--- config.mk ---
export PLATFORM = sky130hd
export DESIGN_NAME = term_arbiter
export DESIGN_NICKNAME = d
export VERILOG_FILES = /design/src/rtl/term_arbiter.sv
export SDC_FILE = /design/constraint.sdc
export NUM_CORES = 1
export LEC_CHECK = 0
export BUFFER_PORTS_ARGS = -buffer_cell sky130_fd_sc_hd__buf_2
export CORE_MARGIN = 1
export CORE_UTILIZATION = 40
export CTS_CLUSTER_SIZE = 30
export DETAILED_ROUTE_END_ITERATION = 12
export PLACE_DENSITY = 0.62
export SLEW_MARGIN = 10
export SYNTH_ARGS = -nofsm -noshare
export SYNTH_HDL_FRONTEND = slang
export SYNTH_SLANG_ARGS = --single-unit
--- constraint.sdc ---
create_clock -name i_clk -period 7.9 [get_ports i_clk]
set_clock_uncertainty 0.1 [all_clocks]
set_input_delay 0.79 -clock i_clk [delete_from_list [all_inputs] [get_ports i_clk]]
set_output_delay 0.79 -clock i_clk [all_outputs]
set_load 0.01 [all_outputs]
--- src/rtl/term_arbiter.sv ---
// Merges two byte streams (PC UART, keyboard UART) into one display-controller
// command stream, with per-source FIFOs, round-robin grant and a post-command gap.

module term_arbiter_fifo #(
    parameter int DEPTH = 8
) (
    input  logic       i_clk,
    input  logic       i_rst_n,
    input  logic [7:0] i_tdata,
    input  logic       i_tvalid,
    output logic       o_tready,
    input  logic       i_pop,
    output logic [7:0] o_head,
    output logic       o_empty
);
    localparam int AW = $clog2(DEPTH);

    logic [7:0]    mem [DEPTH];
    logic [AW-1:0] wr_ptr, rd_ptr;
    logic [AW:0]   count;
    logic          full, push, pop;

    assign full     = (count == (AW+1)'(DEPTH));
    assign o_empty  = (count == '0);
    // Ready is gated by reset so nothing is accepted while the block is held.
    assign o_tready = i_rst_n & ~full;
    assign push     = i_tvalid & o_tready;
    assign pop      = i_pop & ~o_empty;
    assign o_head   = mem[rd_ptr];

    always_ff @(posedge i_clk) begin
        if (push) mem[wr_ptr] <= i_tdata;
    end

    always_ff @(posedge i_clk or negedge i_rst_n) begin
        if (!i_rst_n) begin
            wr_ptr <= '0;
            rd_ptr <= '0;
            count  <= '0;
        end else begin
            if (push) wr_ptr <= wr_ptr + AW'(1);
            if (pop)  rd_ptr <= rd_ptr + AW'(1);
            case ({push, pop})
                2'b10:   count <= count + (AW+1)'(1);
                2'b01:   count <= count - (AW+1)'(1);
                default: count <= count;
            endcase
        end
    end
endmodule

module term_arbiter #(
    parameter int FIFO_DEPTH  = 8,
    parameter int PUTCHAR_GAP = 32,
    parameter int CLEAR_GAP   = 400000
) (
    input  logic       i_clk,
    input  logic       i_rst_n,
    input  logic [7:0] i_a_tdata,
    input  logic       i_a_tvalid,
    output logic       o_a_tready,
    input  logic [7:0] i_b_tdata,
    input  logic       i_b_tvalid,
    output logic       o_b_tready,
    output logic [7:0] o_char,
    output logic       o_putchar,
    output logic       o_clearhome,
    output logic       o_busy
);
    localparam logic [19:0] PUT_LOAD = 20'(PUTCHAR_GAP - 1);
    localparam logic [19:0] CLR_LOAD = 20'(CLEAR_GAP - 1);
    localparam logic [7:0]  CH_CLEAR = 8'h0C;

    typedef enum logic [1:0] {IDLE, ISSUE, WAIT} state_t;

    state_t      state, state_nxt;
    logic        a_empty, b_empty, pop_a, pop_b;
    logic [7:0]  a_head, b_head;
    logic        prio_b;
    logic [19:0] gap;

    term_arbiter_fifo #(.DEPTH(FIFO_DEPTH)) u_fifo_a (
        .i_clk(i_clk), .i_rst_n(i_rst_n),
        .i_tdata(i_a_tdata), .i_tvalid(i_a_tvalid), .o_tready(o_a_tready),
        .i_pop(pop_a), .o_head(a_head), .o_empty(a_empty)
    );

    term_arbiter_fifo #(.DEPTH(FIFO_DEPTH)) u_fifo_b (
        .i_clk(i_clk), .i_rst_n(i_rst_n),
        .i_tdata(i_b_tdata), .i_tvalid(i_b_tvalid), .o_tready(o_b_tready),
        .i_pop(pop_b), .o_head(b_head), .o_empty(b_empty)
    );

    always_ff @(posedge i_clk or negedge i_rst_n) begin
        if (!i_rst_n) state <= IDLE;
        else          state <= state_nxt;
    end

    always_comb begin
        state_nxt = state;
        pop_a     = 1'b0;
        pop_b     = 1'b0;
        case (state)
            IDLE: begin
                // prio_b marks B as preferred when both sources are waiting.
                if (!a_empty && (b_empty || !prio_b)) begin
                    pop_a     = 1'b1;
                    state_nxt = ISSUE;
                end else if (!b_empty) begin
                    pop_b     = 1'b1;
                    state_nxt = ISSUE;
                end
            end
            ISSUE:   state_nxt = WAIT;
            WAIT:    if (gap == '0) state_nxt = IDLE;
            default: state_nxt = IDLE;
        endcase
    end

    assign o_putchar   = (state == ISSUE) && (o_char != CH_CLEAR);
    assign o_clearhome = (state == ISSUE) && (o_char == CH_CLEAR);
    assign o_busy      = (state != IDLE);

    always_ff @(posedge i_clk or negedge i_rst_n) begin
        if (!i_rst_n) begin
            o_char <= 8'h00;
            prio_b <= 1'b0;
            gap    <= '0;
        end else begin
            if (pop_a) begin
                o_char <= a_head;
                prio_b <= 1'b1;
            end else if (pop_b) begin
                o_char <= b_head;
                prio_b <= 1'b0;
            end
            if (state == ISSUE)
                gap <= (o_char == CH_CLEAR) ? CLR_LOAD : PUT_LOAD;
            else if (state == WAIT && gap != '0)
                gap <= gap - 20'd1;
        end
    end
endmodule
==> impl_metrics.tcl, run 1 <==
set metrics [dict create \
    status "completed" \
    grt_pass1_vias 4301 \
    netlist_instances 497 \
    post-route-min-period_ns 3.43 \
    cp.required_ns 7.01 \
    cap_violations 0 \
    coreArea_um2 18800 \
    io_buffers 32 \
    async_reset_ff_share_pct 28.5 \
    synth-xor-area-share_pct 2.05 \
    die_area_um2 19800 \
    top_layer "met4" \
    htree_levels 4 \
    pwr-share-comb_pct 26.5 \
    dieHeight_um 141 \
    setup_viol 0 \
    synth_area_um2 7710 \
    leakage_nw 3.17 \
    yosys-top-cells-area "edfxtp_1, dfrtp_1, mux4_2, mux2i_1, mux2_2" \
    syn_nets 528 \
    ys_warn_count 0 \
    rsz0062_at_grt "false" \
    min_period_over_period_pct 43.4 \
    synth.avg_cell_area_um2 15.5 \
    start_util_pct 41.1 \
    internal_power_w 0.00202 \
    fin_hold_ws_ns 0.380 \
    area_growth_pct 12.6 \
    post-cts-setup-buffer-count 0 \
    ir_worst_vdd_mv 0.201 \
    final_util_pct 46.2 \
    hold_class "flop to flop" \
    synth-simple-area-share_pct 8.88 \
    sequentialPowerShare_pct 45.4 \
    crit_arrival_ns 2.54 \
    cts_tree "built" \
    design_area_um2 8680 \
    slew_viol_final 0 \
    firstDrtPassIters 4 \
    p_clk_share_pct 28.1 \
    relSlewSlack_pct 19.6 \
    synth_adder_area_share_pct 1.79 \
    fmax_mhz 292 \
    rows 50 \
    layout-drive-gt1-share_pct 22.0 \
    nets 555 \
    grt_pass1_wl_um 22900 \
    ant_nets 0 \
    yosysUniqueCellTypes 52 \
    setup.worst_path.start_class "flop" \
    sw_frac_of_total_pct 32.8 \
    crit_type "flop to output pin" \
    fillers 1616 \
    tns_ns 0 \
    ctsResizeCount 0 \
    synthMuxAreaShare_pct 13.7 \
    tightest_slew_ns 1.20 \
    synth_seq_cells 179 \
    drt-initial-drc-count 285 \
    num_io_pins 33 \
    power.density_nw_per_um2 346 \
    n_antenna_cell 0 \
    synth_compound_area_share_pct 5.03 \
    synth_edf_count 128 \
    cts.clk_slew.worst_paths_ns 0.07 \
    drc_errors 0 \
    synth_top_area_share_pct 49.9 \
    yosys.area.top_type "edfxtp_1" \
    place_area_um2 8060 \
    dr_wl_met3_um 676 \
    ctsHoldBuffers 0 \
    wl_met1_um 6490 \
    clockRootBuffer "clkbuf_16" \
    grt_overflow 0 \
    p_sw_w 0.000987 \
    routed_via_density 5.42 \
    fp.dieW_um 141 \
    hold_violations 0 \
    power_w 0.00301 \
    clock_latency_ns 0.43 \
    synth_top_family_by_area "multiplexers" \
    ys.flop_type "edfxtp_1" \
    routed_wl_um 14300 \
    routabilityCongestion 0.827 \
    routedWlPerCell_um 18.6 \
    seq_area_frac_synth_pct 66.4 \
    cts_made_buffers 17 \
    grt_max_degree 56 \
    antenna_found_initial 0 \
    dp_hpwl_um 9690 \
    cp_max_fo 7 \
    dr_wl_met2_um 6990 \
    vias 4176 \
    clkSinkCount 179 \
    grt.total_usage_pct 15.5 \
    clk_path_buf_depth 2 \
    endpoint_kind "output pin" \
]
-- metrics by stage --
stage          setup WS (ns)  instances
2_1_floorplan           5.15        497
3_3_place_gp            4.51        739
3_5_place_dp            4.35        739
4_1_cts                 4.49        771
5_1_grt                 4.31        771
6_report                4.47        771
-- power groups by stage --
| stage | Clock [W] | Combinational [W] | Sequential [W] |
|---|---|---|---|
| after floorplan | 0 | 0.000695 | 0.00126 |
| after CTS | 0.000861 | 0.000809 | 0.00137 |
| after global placement | 0 | 0.000785 | 0.00138 |
| final | 0.000846 | 0.000796 | 0.00136 |
| after global routing | 0.000898 | 0.000884 | 0.00140 |
| after detailed placement | 0 | 0.000806 | 0.00139 |
-- cell type report --
class | instances | area (um2) | share of cell area [%]
sequential | 179 | 5120 | 59.0
multi-input combinational | 279 | 2430 | 28.0
clock buffer | 17 | 425 | 4.90
tap | 234 | 293 | 3.37
clock inverter | 15 | 185 | 2.13
timing repair buffer | 34 | 175 | 2.02
inverter | 13 | 48.8 | 0.562
-- registers in the layout (all words and copies together) (netlist names), 4 cells and up --
signal          flops
gap                20
o_char              8
u_fifo_a.count      4
u_fifo_a.mem       64
u_fifo_b.count      4
u_fifo_b.mem       64
-- cells in the mapped netlist (3+ instances only) --
master       n
a21oi_1     18
and3_1       4
buf_2        7
clkbuf_1    16
dfrtp_1     51
edfxtp_1   128
ha_1        11
inv_1       13
mux2_2      13
mux2i_1     19
mux4_2      32
nand2_1     26
nand2b_1    10
nand3_1      7
nand4_1      4
nor2_1      31
nor2b_1      4
nor3_1      12
nor4_1       5
o2111ai_1    4
o211ai_1     6
o21ai_0      6
o22ai_1      8
or3_1        4
or4_1        4
or4b_2       3
xnor2_1      8
xor2_1      10
-- per-layer routing --
| metal | track usage [%] | vias up |
|---|---|---|
| met5 | 0 | - |
| met4 | 4.63 | 0 |
| met3 | 4.35 | 14 |
| met2 | 25.1 | 72 |
| met1 | 20.4 | 2110 |
| li1 | - | 1980 |
-- placed cells by master (no fill, tap or decap), drive strengths merged, types with 7 or more instances in the layout --
cell type  synthesis  layout
o21ai              8       8
buf               10      34
mux2              13      13
nand2b            10      10
nand2             26      26
nor2              31      31
xnor2              8       8
a21oi             18      18
mux4              32      32
dfrtp             51      51
nor3              12      12
ha                11      11
o22ai              8       8
nand3              7       7
edfxtp           128     128
mux2i             19      19
xor2              10      10
clkbuf            16      17
inv               13      20
-- worst paths after layout --
| check | start | endpoint | slack (ns) | depth (start not counted) |
|---|---|---|---|---|
| max in group asynchronous | i_rst_n | u_fifo_b.rd_ptr[1]$_DFFE_PN0P_ | 6.86 | 2 |
| hold reg to reg | gap[8]$_DFFE_PN0P_ | gap[8]$_DFFE_PN0P_ | 0.38 | 1 |
| hold / removal | gap[8]$_DFFE_PN0P_ | gap[8]$_DFFE_PN0P_ | 0.38 | 1 |
| setup / recovery | o_char[5]$_DFFE_PN0P_ | o_clearhome | 4.47 | 5 |
| min in group asynchronous | i_rst_n | gap[13]$_DFFE_PN0P_ | 0.39 | 2 |
| setup reg to reg | u_fifo_a.count[2]$_DFFE_PN0P_ | u_fifo_a.count[2]$_DFFE_PN0P_ | 4.79 | 10 |
-- worst max-delay path: stages, from the launching register on --
cell and delay (ns):
dfrtp_1 0.40, or4_1 0.54, nor4_1 0.48, nand2_1 0.21, inv_1 0.28, buf_2 0.19
-- cell families (layout without fill, tap and decap cells) --
logic type | after synthesis | count (layout)
adders and majority gates | 11 | 11
buffers and inverters | 39 | 79
DFF | 179 | 179
AOI/OAI and AO/OA | 59 | 59
muxes | 64 | 64
and+or+nand+nor | 127 | 127
xor gates and xnor gates | 18 | 18
Power figures use the tool's default switching activity.
==> inputs of run 2 (changes only) <==
--- a/config.mk
+++ b/config.mk
@@ -5,6 +5,7 @@
 export SDC_FILE = /design/constraint.sdc
 export NUM_CORES = 1
 export LEC_CHECK = 0
+export ABC_AREA = 1
 export BUFFER_PORTS_ARGS = -buffer_cell sky130_fd_sc_hd__buf_2
 export CORE_MARGIN = 1
 export CORE_UTILIZATION = 40
==> constraint.sdc (replaced) <==
create_clock -name i_clk -period 3.5 [get_ports i_clk]
set_clock_uncertainty 0.1 [all_clocks]
set_input_delay 0.35 -clock i_clk [delete_from_list [all_inputs] [get_ports i_clk]]
set_output_delay 0.35 -clock i_clk [all_outputs]
set_load 0.01 [all_outputs]
==> impl_metrics.tcl, run 2 <==
set metrics [dict create \
    routed_wl_um 16800 \
    setup_viol 0 \
    routedWlPerCell_um 14.8 \
    post-cts-setup-buffer-count 0 \
    post-route-min-period_ns 2.51 \
    yosysUniqueCellTypes 35 \
    grt_pass1_wl_um 26900 \
    firstDrtPassIters 4 \
    ctsHoldBuffers 0 \
    cts.clk_slew.worst_paths_ns 0.08 \
    grt_max_degree 52 \
    seq_area_frac_synth_pct 63.1 \
    tightest_slew_ns 0.941 \
    yosys-top-cells-area "edfxtp_1, dfrtp_1, nand2_1, nor2_1, nand3_1" \
    hold_violations 0 \
    min_period_over_period_pct 71.6 \
    status "completed" \
    clockRootBuffer "clkbuf_16" \
    dieHeight_um 144 \
    synth_edf_count 128 \
    clkSinkCount 179 \
    htree_levels 4 \
    power.density_nw_per_um2 830 \
    area_growth_pct 13.6 \
    tns_ns 0 \
    fillers 1853 \
    drt-initial-drc-count 338 \
    hold_class "input port to async pin" \
    regArea_um2 5120 \
    fp.dieW_um 144 \
    clk_path_buf_depth 2 \
    synth_seq_cells 179 \
    dp_hpwl_um 11200 \
    grt.total_usage_pct 17.3 \
    layout_commonest_cell "nand2_1" \
    synth_top_area_share_pct 47.4 \
    endpoint_kind "flop" \
    routabilityCongestion 0.855 \
    ir_worst_vdd_mv 0.400 \
    fmax_mhz 399 \
    ant_nets 0 \
    routed_via_density 4.91 \
    rows 51 \
    clock_latency_ns 0.43 \
    vias 5580 \
    netlist_instances 822 \
    start_util_pct 41.3 \
    largestRegisters "u_fifo_a.mem x64, u_fifo_b.mem x64, gap x20" \
    cp.required_ns 3.72 \
    nets 890 \
    layout-drive-gt1-share_pct 11.5 \
    layout_common_cells "nand2_1, nor2_1, edfxtp_1, nand3_1, o21ai_0" \
    coreArea_um2 19700 \
    io_buffers 32 \
    leakage_nw 3.80 \
    multi_input_area_um2 2620 \
    grt_pass1_vias 5128 \
    place_area_um2 8560 \
    cts_tree "built" \
    setup.worst_path.start_class "flop" \
    ys.flop_type "edfxtp_1" \
    relSlewSlack_pct 37.2 \
    ctsResizeCount 0 \
    async_reset_ff_share_pct 28.5 \
    syn_nets 853 \
    yosys-top-cells-count "nand2_1, nor2_1, edfxtp_1" \
    die_area_um2 20800 \
    synth.avg_cell_area_um2 9.86 \
    slew_viol_final 0 \
    ys_warn_count 0 \
    synth_area_um2 8110 \
    design_area_um2 9210 \
    crit_arrival_ns 2.73 \
    drc_errors 0 \
    cap_violations 0 \
    cp_max_fo 6 \
    r2r_slack_ns 0.99 \
    grt_overflow 0 \
    antenna_found_initial 0 \
    n_antenna_cell 0 \
    yosys.area.top_type "edfxtp_1" \
    crit_type "flop to flop" \
    num_io_pins 33 \
    rsz0062_at_grt "false" \
    yosysMostFrequentCell "nand2_1" \
    cts_made_buffers 17 \
]
run 2: through the flow:
| stage | instances | hold slack (ns) | utilization [%] | power (W) | worst slack, ns |
|---|---|---|---|---|---|
| 2_1_floorplan | 822 | -0.0456 | - | 0.00494 | 1.24 |
| 3_3_place_gp | 1105 | 0.387 | 43.6 | 0.00563 | 1.09 |
| 3_5_place_dp | 1105 | 0.391 | 43.6 | 0.00567 | 0.997 |
| 4_1_cts | 1137 | 0.0680 | 46.9 | 0.00771 | 0.980 |
| 5_1_grt | 1137 | 0.0808 | 46.9 | 0.00820 | 0.719 |
| 6_report | 1137 | 0.0294 | 46.9 | 0.00764 | 0.994 |
run 2: cell type report:
type	count	area share (%)
Clock buffer	17	4.62
Clock inverter	15	2.40
Inverter	60	2.58
Multi-Input combinational cell	557	28.5
Sequential cell	179	55.6
Tap cell	265	3.60
Timing Repair Buffer	44	2.72
run 2: path summary, 6_finish.rpt:
check,depth (start not counted),startpoint,endpoint
worst max-delay path,11,u_fifo_a.count[0]$_DFFE_PN0P_,u_fifo_b.count[2]$_DFFE_PN0P_
worst min-delay path,2,i_rst_n,gap[14]$_DFFE_PN0P_
worst max register to register,11,u_fifo_a.count[0]$_DFFE_PN0P_,u_fifo_b.count[2]$_DFFE_PN0P_
worst min register to register,2,o_char[6]$_DFFE_PN0P_,o_char[6]$_DFFE_PN0P_
max in group asynchronous,2,i_rst_n,o_char[4]$_DFFE_PN0P_
min in group i_clk,1,i_b_tdata[4],u_fifo_b.mem[1][4]$_DFFE_PP_
run 2: worst max-delay path, stage by stage (launching register included):
cell     delay (ns)
dfrtp_1        0.44
nor2_1         0.16
nand3_1        0.12
a21oi_1        0.47
ha_1           0.31
nor2_1         0.06
nor2_1         0.18
ha_1           0.18
a21oi_1        0.05
a21oi_1        0.13
o21ai_0        0.09
o21a_1         0.11
run 2: per-layer routing:
metal  vias up  GRT usage, %  routed length (um)
li1       2828             -                   -
met4         0          5.76                 265
met1      2629          23.6                7930
met5         -             0                   0
met2       103          27.4                7930
met3        20          3.71                 696
run 2: cell families after synthesis:
group	Yosys count	share of synthesized area, %
AO/OA/AOI/OAI	91	6.31
XOR/XNOR	12	1.30
adder cells (fa/ha/maj)	11	1.70
buffers and inverters	86	4.52
flip-flops	179	63.1
AND/OR/NAND/NOR	443	23.0
run 2: power breakdown:
part           switching, W  internal, W
combinational       0.00181     0.000866
sequential         0.000286      0.00265
clock              0.000921      0.00111
